### src/rtl/vospi_pkg.sv
// ============================================================================
// Module  : vospi_pkg
// Brief   : Shared constants and state type for the VoSPI slave transmitter.
// Rev     : 1.0  initial release
// ============================================================================
`default_nettype none

package vospi_pkg;

  localparam logic [15:0] DISCARD_ID = 16'h0F00;
  localparam int          HDR_BYTES  = 4;

  typedef enum logic [2:0] {
    IDLE    = 3'd0,
    ID_HI   = 3'd1,
    ID_LO   = 3'd2,
    CRC_HI  = 3'd3,
    CRC_LO  = 3'd4,
    PAYLOAD = 3'd5
  } vospi_tx_state_e;

endpackage

`default_nettype wire

### src/rtl/vospi_sclk_sync.sv
// ============================================================================
// Module  : vospi_sclk_sync
// Brief   : Brings sclk/cs into the clk_i domain and flags sclk falling edges.
// Rev     : 1.0  initial release
// ============================================================================
`default_nettype none

module vospi_sclk_sync (
  input  logic clk_i,
  input  logic reset_i,
  input  logic sclk_i,
  input  logic cs_i,
  output logic cs_n_s,
  output logic sclk_fall
);

  logic r_sclk_meta;
  logic r_sclk_sync;
  logic r_sclk_prev;
  logic r_cs_meta;
  logic r_cs_sync;

  // Both lines idle high, so reset to 1 to avoid a spurious edge on release.
  always_ff @(posedge clk_i or posedge reset_i) begin
    if (reset_i) begin
      r_sclk_meta <= 1'b1;
      r_sclk_sync <= 1'b1;
      r_sclk_prev <= 1'b1;
      r_cs_meta   <= 1'b1;
      r_cs_sync   <= 1'b1;
    end else begin
      r_sclk_meta <= sclk_i;
      r_sclk_sync <= r_sclk_meta;
      r_sclk_prev <= r_sclk_sync;
      r_cs_meta   <= cs_i;
      r_cs_sync   <= r_cs_meta;
    end
  end

  assign cs_n_s    = r_cs_sync;
  assign sclk_fall = r_sclk_prev & ~r_sclk_sync;

endmodule

`default_nettype wire

### src/rtl/vospi_slave_tx.sv
// ============================================================================
// Module  : vospi_slave_tx
// Brief   : VoSPI sensor-side SPI slave (mode 3) sending discard/video packets.
//           Optional statistics counters enabled by VOSPI_SLAVE_STATS_EN.
// Rev     : 1.0  initial release
// ============================================================================
`default_nettype none

module vospi_slave_tx
  import vospi_pkg::*;
#(
  parameter int packet_bytes_p  = 164,
  parameter int frame_packets_p = 60
) (
  input  logic       clk_i,
  input  logic       reset_i,
  input  logic       sclk_i,
  input  logic       cs_i,
  output logic       miso_o,
  input  logic       frame_valid_i,
  input  logic [7:0] pay_data_i,
  input  logic       pay_valid_i,
  output logic       pay_ready_o,
  output logic       frame_done_o,
  output logic       underrun_o,
  output logic       busy_o
`ifdef VOSPI_SLAVE_STATS_EN
  ,
  output logic [15:0] discard_cnt_o,
  output logic [15:0] underrun_cnt_o
`endif
);

  localparam int PAY_BYTES = packet_bytes_p - HDR_BYTES;
  localparam int BC_W      = (PAY_BYTES > 1) ? $clog2(PAY_BYTES) : 1;

  logic w_cs_n_s;
  logic w_sclk_fall;
  logic r_cs_prev;
  logic w_cs_fall;

  vospi_tx_state_e r_state, w_state_nx;
  logic [7:0]      r_sr, w_sr_nx;
  logic [2:0]      r_bit, w_bit_nx;
  logic [BC_W-1:0] r_byte_cnt, w_byte_cnt_nx;
  logic [11:0]     r_pkt_num, w_pkt_num_nx;
  logic [15:0]     r_id, w_id_nx;
  logic            r_is_frame, w_is_frame_nx;
  logic            r_miso, w_miso_nx;
  logic            r_pay_ready, w_pay_ready_nx;
  logic            r_underrun, w_underrun_nx;
  logic            r_frame_done, w_frame_done_nx;
  logic            w_eop, w_load_pay, w_start;

  logic [11:0] w_pkt_after;
  logic [11:0] w_start_num;
  logic        w_start_frame;
  logic [15:0] w_start_id;

  vospi_sclk_sync u_sync (
    .clk_i     (clk_i),
    .reset_i   (reset_i),
    .sclk_i    (sclk_i),
    .cs_i      (cs_i),
    .cs_n_s    (w_cs_n_s),
    .sclk_fall (w_sclk_fall)
  );

  assign w_cs_fall = r_cs_prev & ~w_cs_n_s;

  // Packet number the next packet will carry: current one from IDLE, advanced one at end of packet.
  assign w_pkt_after   = !r_is_frame ? r_pkt_num :
                         (r_pkt_num == 12'(frame_packets_p - 1)) ? 12'd0 : r_pkt_num + 12'd1;
  assign w_start_num   = (r_state == IDLE) ? r_pkt_num : w_pkt_after;
  assign w_start_frame = frame_valid_i || (w_start_num != 12'd0);
  assign w_start_id    = w_start_frame ? {4'h0, w_start_num} : DISCARD_ID;

  always_ff @(posedge clk_i or posedge reset_i) begin
    if (reset_i) begin
      r_state      <= IDLE;
      r_sr         <= 8'h00;
      r_bit        <= 3'd0;
      r_byte_cnt   <= '0;
      r_pkt_num    <= 12'd0;
      r_id         <= 16'h0000;
      r_is_frame   <= 1'b0;
      r_miso       <= 1'b0;
      r_pay_ready  <= 1'b0;
      r_underrun   <= 1'b0;
      r_frame_done <= 1'b0;
      r_cs_prev    <= 1'b1;
    end else begin
      r_state      <= w_state_nx;
      r_sr         <= w_sr_nx;
      r_bit        <= w_bit_nx;
      r_byte_cnt   <= w_byte_cnt_nx;
      r_pkt_num    <= w_pkt_num_nx;
      r_id         <= w_id_nx;
      r_is_frame   <= w_is_frame_nx;
      r_miso       <= w_miso_nx;
      r_pay_ready  <= w_pay_ready_nx;
      r_underrun   <= w_underrun_nx;
      r_frame_done <= w_frame_done_nx;
      r_cs_prev    <= w_cs_n_s;
    end
  end

  always_comb begin
    w_state_nx      = r_state;
    w_sr_nx         = r_sr;
    w_bit_nx        = r_bit;
    w_byte_cnt_nx   = r_byte_cnt;
    w_pkt_num_nx    = r_pkt_num;
    w_id_nx         = r_id;
    w_is_frame_nx   = r_is_frame;
    w_miso_nx       = r_miso;
    w_pay_ready_nx  = 1'b0;
    w_underrun_nx   = 1'b0;
    w_frame_done_nx = 1'b0;
    w_eop           = 1'b0;
    w_load_pay      = 1'b0;
    w_start         = 1'b0;

    if (r_state == IDLE) begin
      w_miso_nx = 1'b0;
      w_start   = w_cs_fall;
    end else if (w_cs_n_s) begin
      w_state_nx = IDLE;
      w_miso_nx  = 1'b0;
    end else if (w_sclk_fall) begin
      w_miso_nx = r_sr[7];
      w_sr_nx   = {r_sr[6:0], 1'b0};
      w_bit_nx  = r_bit + 3'd1;
      if (r_bit == 3'd7) begin
        // The next byte is loaded on the fall that drives the last bit of the current one.
        case (r_state)
          ID_HI:   begin w_state_nx = ID_LO;  w_sr_nx = r_id[7:0];  end
          ID_LO:   begin w_state_nx = CRC_HI; w_sr_nx = r_id[15:8]; end
          CRC_HI:  begin w_state_nx = CRC_LO; w_sr_nx = r_id[7:0];  end
          CRC_LO:  begin
            w_state_nx    = PAYLOAD;
            w_byte_cnt_nx = '0;
            w_load_pay    = 1'b1;
          end
          PAYLOAD: begin
            if (r_byte_cnt == BC_W'(PAY_BYTES - 1)) begin
              w_eop           = 1'b1;
              w_pkt_num_nx    = w_pkt_after;
              w_frame_done_nx = r_is_frame && (r_pkt_num == 12'(frame_packets_p - 1));
              w_start         = 1'b1;
            end else begin
              w_byte_cnt_nx = r_byte_cnt + 1'b1;
              w_load_pay    = 1'b1;
            end
          end
          default: w_state_nx = IDLE;
        endcase
      end
    end

    if (w_load_pay) begin
      w_sr_nx        = (r_is_frame && pay_valid_i) ? pay_data_i : 8'h00;
      w_pay_ready_nx = r_is_frame && pay_valid_i;
      w_underrun_nx  = r_is_frame && !pay_valid_i;
    end

    if (w_start) begin
      w_state_nx    = ID_HI;
      w_sr_nx       = w_start_id[15:8];
      w_bit_nx      = 3'd0;
      w_byte_cnt_nx = '0;
      w_id_nx       = w_start_id;
      w_is_frame_nx = w_start_frame;
    end
  end

  assign miso_o       = r_miso;
  assign pay_ready_o  = r_pay_ready;
  assign underrun_o   = r_underrun;
  assign frame_done_o = r_frame_done;
  assign busy_o       = (r_state != IDLE);

`ifdef VOSPI_SLAVE_STATS_EN
  logic [15:0] r_discard_cnt;
  logic [15:0] r_underrun_cnt;

  always_ff @(posedge clk_i or posedge reset_i) begin
    if (reset_i) begin
      r_discard_cnt  <= 16'h0000;
      r_underrun_cnt <= 16'h0000;
    end else begin
      if (w_eop && !r_is_frame && (r_discard_cnt != 16'hFFFF))
        r_discard_cnt <= r_discard_cnt + 16'd1;
      if (w_underrun_nx && (r_underrun_cnt != 16'hFFFF))
        r_underrun_cnt <= r_underrun_cnt + 16'd1;
    end
  end

  assign discard_cnt_o  = r_discard_cnt;
  assign underrun_cnt_o = r_underrun_cnt;
`endif

endmodule

`default_nettype wire

### config.mk
export PLATFORM = sky130hd
export DESIGN_NAME = vospi_slave_tx
export DESIGN_NICKNAME = d
export VERILOG_FILES = /design/src/rtl/vospi_pkg.sv /design/src/rtl/vospi_sclk_sync.sv /design/src/rtl/vospi_slave_tx.sv
export SDC_FILE = /design/constraint.sdc
export NUM_CORES = 1
export LEC_CHECK = 0
export BUFFER_PORTS_ARGS = -buffer_cell sky130_fd_sc_hd__buf_2
export CAP_MARGIN = 20
export CORE_MARGIN = 10
export CORE_UTILIZATION = 65
export DETAILED_ROUTE_END_ITERATION = 8
export PLACE_DENSITY = 0.87
export SYNTH_ARGS = -nofsm -noshare
export SYNTH_HDL_FRONTEND = slang
export SYNTH_SLANG_ARGS = --single-unit
### constraint.sdc
create_clock -name clk_i -period 7.4 [get_ports clk_i]
set_input_delay 0.37 -clock clk_i [delete_from_list [all_inputs] [get_ports clk_i]]
set_output_delay 0.37 -clock clk_i [all_outputs]
set_load 0.02 [all_outputs]
### After elaboration in Yosys (flattened, before gate mapping)

Cells that the tools add are included.

* input bits: 14
* logic and storage cells: 112
* flip-flop bits (word level): 61

* mux-type cells: 52
* reduce and logical (&&, ||, !) cells: 21
* bitwise logic cells: 5
* equality and inequality tests: 14
* add/sub/neg operators: 3

Operators by type and width (count)
* $mux 8: 13
* $mux 12: 4
* $pmux 8 s2: 2
* $mux 3: 9
* $mux 1: 22
* $reduce_bool 3->1: 6
* $pmux 3 s5: 1
* $add 12x1->12 const B: 1
* $eq 12x6->1 const B: 1
* $reduce_and 6->1: 2
* $reduce_bool 12->1: 1
* $eq 3x3->1 const B: 3
* $ne 3x3->1 const B: 3
* $add 8x1->8 const B: 1
* $eq 8x8->1 const B: 1
* $eq 3x2->1 const B: 2
* $reduce_and 3->1: 2
* $ne 2x2->1 const B: 2
* $reduce_and 4->1: 1
* $reduce_bool 2->1: 2
* $add 3x1->3 const B: 1
* $eq 3x1->1 const B: 1
* $logic_and 1x1->1: 3
* $logic_not 3->1: 1
* other kinds (7): 10

### Depth between registers and ports, before layout

* depth in word-level cells: 9
* mapped depth: 10
* gate-level depth less buffers: 8

### By module

Synthesis repeated with hierarchy kept, for this count alone.

* cells, all modules: 365
* area total of the unflattened synthesis: 3339.5 µm²

By module, submodules not included
* vospi_slave_tx: instances 1, area each 3190.6 µm², cells each 358, sequential area each 1302.5 µm²
* vospi_sclk_sync: instances 1, area each 148.9 µm², cells each 7, sequential area each 131.4 µm²

### Worst setup path before layout

No wires, ideal clock.

* kind: reg2reg
* from: register r_pkt_num[7]
* to: register r_is_frame
* buffers on the path: 3
* cell stages (with the launch flop): 10
* data required time: 7.281 ns
* arrival: 2.625 ns
* period minus slack after synthesis: 2.745 ns
* setup slack: 4.655 ns
* path through: dfrtp_1 buf_6 or4_4 or4_4 buf_6 a221oi_4 nand4_1 or3_1 buf_2 o22a_2

* word-level cells in the longest chain between the ends: 6
* elaborated cells between the ends (all ways): 7
* classes of those cells: add/sub: 1; eq/ne: 1; mux: 3; reduce/logical: 2

Ends and longest elaborated chain
* from (decl): line vospi_slave_tx.sv:46 `logic [11:0] r_pkt_num, w_pkt_num_nx;`
* from (signal assigned): line vospi_slave_tx.sv:97 `r_pkt_num <= w_pkt_num_nx;`
* $add 12x1->12 / $eq 12x6->1 (equally long branches): line vospi_slave_tx.sv:73 `(r_pkt_num == 12'(frame_packets_p - 1)) ? 12'd0 : r_pkt_num + 12'd1;`
* $mux 12: line vospi_slave_tx.sv:73
* $mux 12: line vospi_slave_tx.sv:72 `assign w_pkt_after = !r_is_frame ? r_pkt_num :`
* $mux 12 (*): line vospi_slave_tx.sv:74 `assign w_start_num = (r_state == IDLE) ? r_pkt_num : w_pkt_after;`
* $reduce_bool 12->1 (*): line vospi_slave_tx.sv:75 `assign w_start_frame = frame_valid_i || (w_start_num != 12'd0);`
* $logic_or 1x1->1 (*): line vospi_slave_tx.sv:75
* to (signal assigned): line vospi_slave_tx.sv:99 `r_is_frame <= w_is_frame_nx;`
* to (decl): line vospi_slave_tx.sv:48 `logic r_is_frame, w_is_frame_nx;`

Every way passes the cells marked *; elsewhere a longest branch is shown, timed or not.
A chain may end at the register's enable or synchronous reset.

### Final worst setup path

* from: register r_bit[0]
* to: register r_is_frame

* word-level cells in the longest chain between the ends: 5

Ends and longest elaborated chain
* from (decl): line vospi_slave_tx.sv:44 `logic [2:0] r_bit, w_bit_nx;`
* from (signal assigned): line vospi_slave_tx.sv:95 `r_bit <= w_bit_nx;`
* $eq 3x3->1: line vospi_slave_tx.sv:134 `if (r_bit == 3'd7) begin`
* $mux 1: line vospi_slave_tx.sv:134
* $mux 1: line vospi_slave_tx.sv:130 `end else if (w_sclk_fall) begin`
* $mux 1: line vospi_slave_tx.sv:127 `end else if (w_cs_n_s) begin`
* $mux 1: line vospi_slave_tx.sv:124 `if (r_state == IDLE) begin`

Every way passes these cells.

==> run summary <==
Std-Cell Rows - 25
Static Leak - 1.51 nW
Final nets - 379
Post-CTS Setup Inserts - 0
Final GP Congestion - 0.966
CTS sink count - 57
Hold crit path type - input pin to flip-flop
Hold Fails Final Rpt - 0
Synth area leader - dfrtp_1
Vias - 2748
Number of synthesized register bits - 57
Register area share after synthesis - 44.8%
Net Sw Frac - 34.7%
Peak VDD IR - 215 µV
Htree depth - 3
Post-Route WL - 7630 µm
Share of post-route cells with drive strength above 1 - 15.3%
PostCTS Resize Cnt - 0
Worst Path Required - 7620 ps
Synth Cell Area - 3200 µm²
Met3 GRT Util - 5.32%
Headroom to the max-slew limit - 39.2%
Root Driver - clkbuf_8
Cell-internal power - 0.000663 W
Initial DRC count - 246
Clk_lat worst skew - 340 ps
Achievable Freq - 310 MHz
Worst clock skew - 8.93 ps
Synth top area share - 39.9%
YS warnings - 0
Reg clk slew, reported paths - 60 ps
PnR worst setup slack - 4180 ps
Worst setup startpoint - r_bit[0]
Min cycle time layout - 3220 ps
Tot GR Track Use - 19.5%
Most Crowded Layer GR - met2
Longest Clk Path Bufs - 2
First-pass GRT wire length - 13100 µm
Met2 Use GR - 29.8%
Critical-path maximum fanout - 23
Power Density - 291 nW/µm²
Inserted Diodes - 0
Clk pwr share - 28.3%
Antenna violations before repair - 0
Cts hold-fix bufs - 0
CORE AREA - 4750 µm²
Initial Util - 67.3%
Period utilisation layout - 43.6%
Sw power - 0.000352 W
Port Buffers - 18
Area grow syn2layout - 9.03%
Startpoint Class - flip-flop
Ranking of synthesized cells by area - dfrtp_1, o21ai_0, dfstp_2, nand2_1, nor2_1
Max Cap Violations - 0
DRT Pass-1 Iters - 5
Worst R2R Path Depth - 9
Final setup viols - 0
Most used DFF post-synth - dfrtp_1
CP Capture Type - flip-flop
Kind of critical path - flip-flop to flip-flop
Fin Setup TNS - 0 ps
CTS tree - yes
M1 GR Usage - 25.3%
Ys async rst share - 100%
GR Overflow Total - 0
Mapped Avg Cell Area - 9.04 µm²
Reg power frac - 44.1%
RSZ-0062 raised after global routing - false
Capturing point of the worst reg2reg path - r_is_frame
FF-to-FF Start - r_bit[0]
Pre-CTS setup slack - 4110 ps
Worst EP arrival - 3440 ps
Routed vias/inst - 6.36
Mapped Nets - 372
DIE HEIGHT - 90.2 µm
Vias in the first global route - 2629
Worst slew pin tran - 903 ps
Post-synth EDFFs - 0
Die footprint - 8130 µm²
DRC - 0
CTS buffer count - 9
Synth unique cells - 60
Cells after synthesis - 354
# IOs - 19
Wire length per cell - 17.7 µm
Crit path capture - r_is_frame
Fin. max-slew vios - 0
DP HPWL - 5270 µm
Die W - 90.2 µm
Final Util - 73.4%
Status - finished, final reports clean
Largest net degree at the start of global routing - 58
Reg-to-reg setup timing slack - 4180 ps
Comb pwr share - 27.6%
Remaining antenna violation count after routing - 0
## cells by family (layout without fill, tap and decap cells)
| family | Yosys count | after routing | synth area share, % |
|---|---|---|---|
| AO/OA/AOI/OAI | 105 | 105 | 21.9 |
| XOR/XNOR | 9 | 9 | 2.46 |
| adder cells (fa/ha/maj) | 4 | 4 | 1.56 |
| buffers and inverters | 29 | 40 | 3.91 |
| flip-flops | 57 | 57 | 44.8 |
| multiplexers | 5 | 5 | 1.64 |
| AND/OR/NAND/NOR | 145 | 145 | 23.7 |
## power groups by stage
stage | Clock [W] | Sequential (W) | Combinational (W)
after floorplan | 0 | 0.000410 | 0.000233
after global placement | 0 | 0.000446 | 0.000254
after detailed placement | 0 | 0.000450 | 0.000266
after CTS | 0.000291 | 0.000444 | 0.000268
after global routing | 0.000309 | 0.000455 | 0.000315
final | 0.000288 | 0.000448 | 0.000280
## state kept, by name (all words and copies together) (netlist names), 3 cells and up
register and cells:
r_byte_cnt 8, r_state 3, r_sr 8, r_pkt_num 12
r_id 12, r_bit 3
## routing by layer
layer,part of all wire (%),up-vias
met5,0,-
met4,2.0,0
met3,6.8,15
met2,47,110
met1,44,1300
li1,-,1323
## cell type report
class                           instances  area, µm²
Multi-Input combinational cell        268       1640
Tap cell                               67       83.8
Sequential cell                        57       1430
Inverter                                3       11.3
Clock inverter                          3       40.0
Clock buffer                           12        155
Fill cell                             353       1260
Timing Repair Buffer                   22        124
## stage by stage
| stage | instances | hold slack, ps | power [W] | instance area, µm² |
|---|---|---|---|---|
| 3_5_place_dp | 416 | 348 | 0.000716 | 3280 |
| 2_1_floorplan | 354 | 345 | 0.000643 | 3200 |
| 6_report | 432 | 130 | 0.00102 | 3490 |
| 5_1_grt | 432 | 118 | 0.00108 | 3490 |
| 3_3_place_gp | 416 | 346 | 0.000701 | 3280 |
| 4_1_cts | 431 | 122 | 0.00100 | 3480 |
## critical path, cell delays in order, from the launching register on
cell      delay, ps
dfrtp_1         380
ha_1            160
ha_1            240
nor4bb_1        450
nand4_1         530
o21ai_1         230
buf_4           290
nand2_1         110
or3_1           470
o22a_2          250
## synthesized netlist by cell type (all sizes together) (5+ instances only)
library cell / count
nor3: 7
xor2: 5
nand2b: 9
nand3: 7
clkbuf: 22
nor2b: 9
a22oi: 7
a21oi: 8
o31ai: 9
or4: 5
a31oi: 13
dfrtp: 51
and2: 5
nor4: 9
dfstp: 6
nor2: 29
nand2: 39
o21ai: 41
nand4: 10
## layout by cell type, fill, tap and decap left out, types with 4 or more instances in the layout
| master | n |
|---|---|
| dfrtp_1 | 51 |
| nand2_1 | 39 |
| o21ai_0 | 39 |
| nor2_1 | 29 |
| buf_2 | 18 |
| a31oi_1 | 13 |
| clkbuf_8 | 11 |
| nand4_1 | 10 |
| nor2b_1 | 9 |
| o31ai_1 | 9 |
| nand2b_1 | 9 |
| nor4_1 | 9 |
| a21oi_1 | 8 |
| nand3_1 | 7 |
| a22oi_1 | 7 |
| nor3_1 | 6 |
| dfstp_2 | 6 |
| xor2_1 | 5 |
| xnor2_1 | 4 |
| and2_1 | 4 |
| a22o_1 | 4 |
| ha_1 | 4 |
## how the worst min path moves through the flow
stage | from | endpoint | slack [ps] | depth (start not counted)
6_report | cs_i | u_sync.r_cs_meta | 130 | 1
5_1_grt | cs_i | u_sync.r_cs_meta | 120 | 1
4_1_cts | cs_i | u_sync.r_cs_meta | 120 | 1
3_5_place_dp | u_sync.r_sclk_meta | u_sync.r_sclk_sync | 350 | 0
3_3_place_gp | u_sync.r_sclk_meta | u_sync.r_sclk_sync | 350 | 0
2_1_floorplan | u_sync.r_cs_meta | u_sync.cs_n_s | 350 | 0
(Power assumes the default switching activity.)
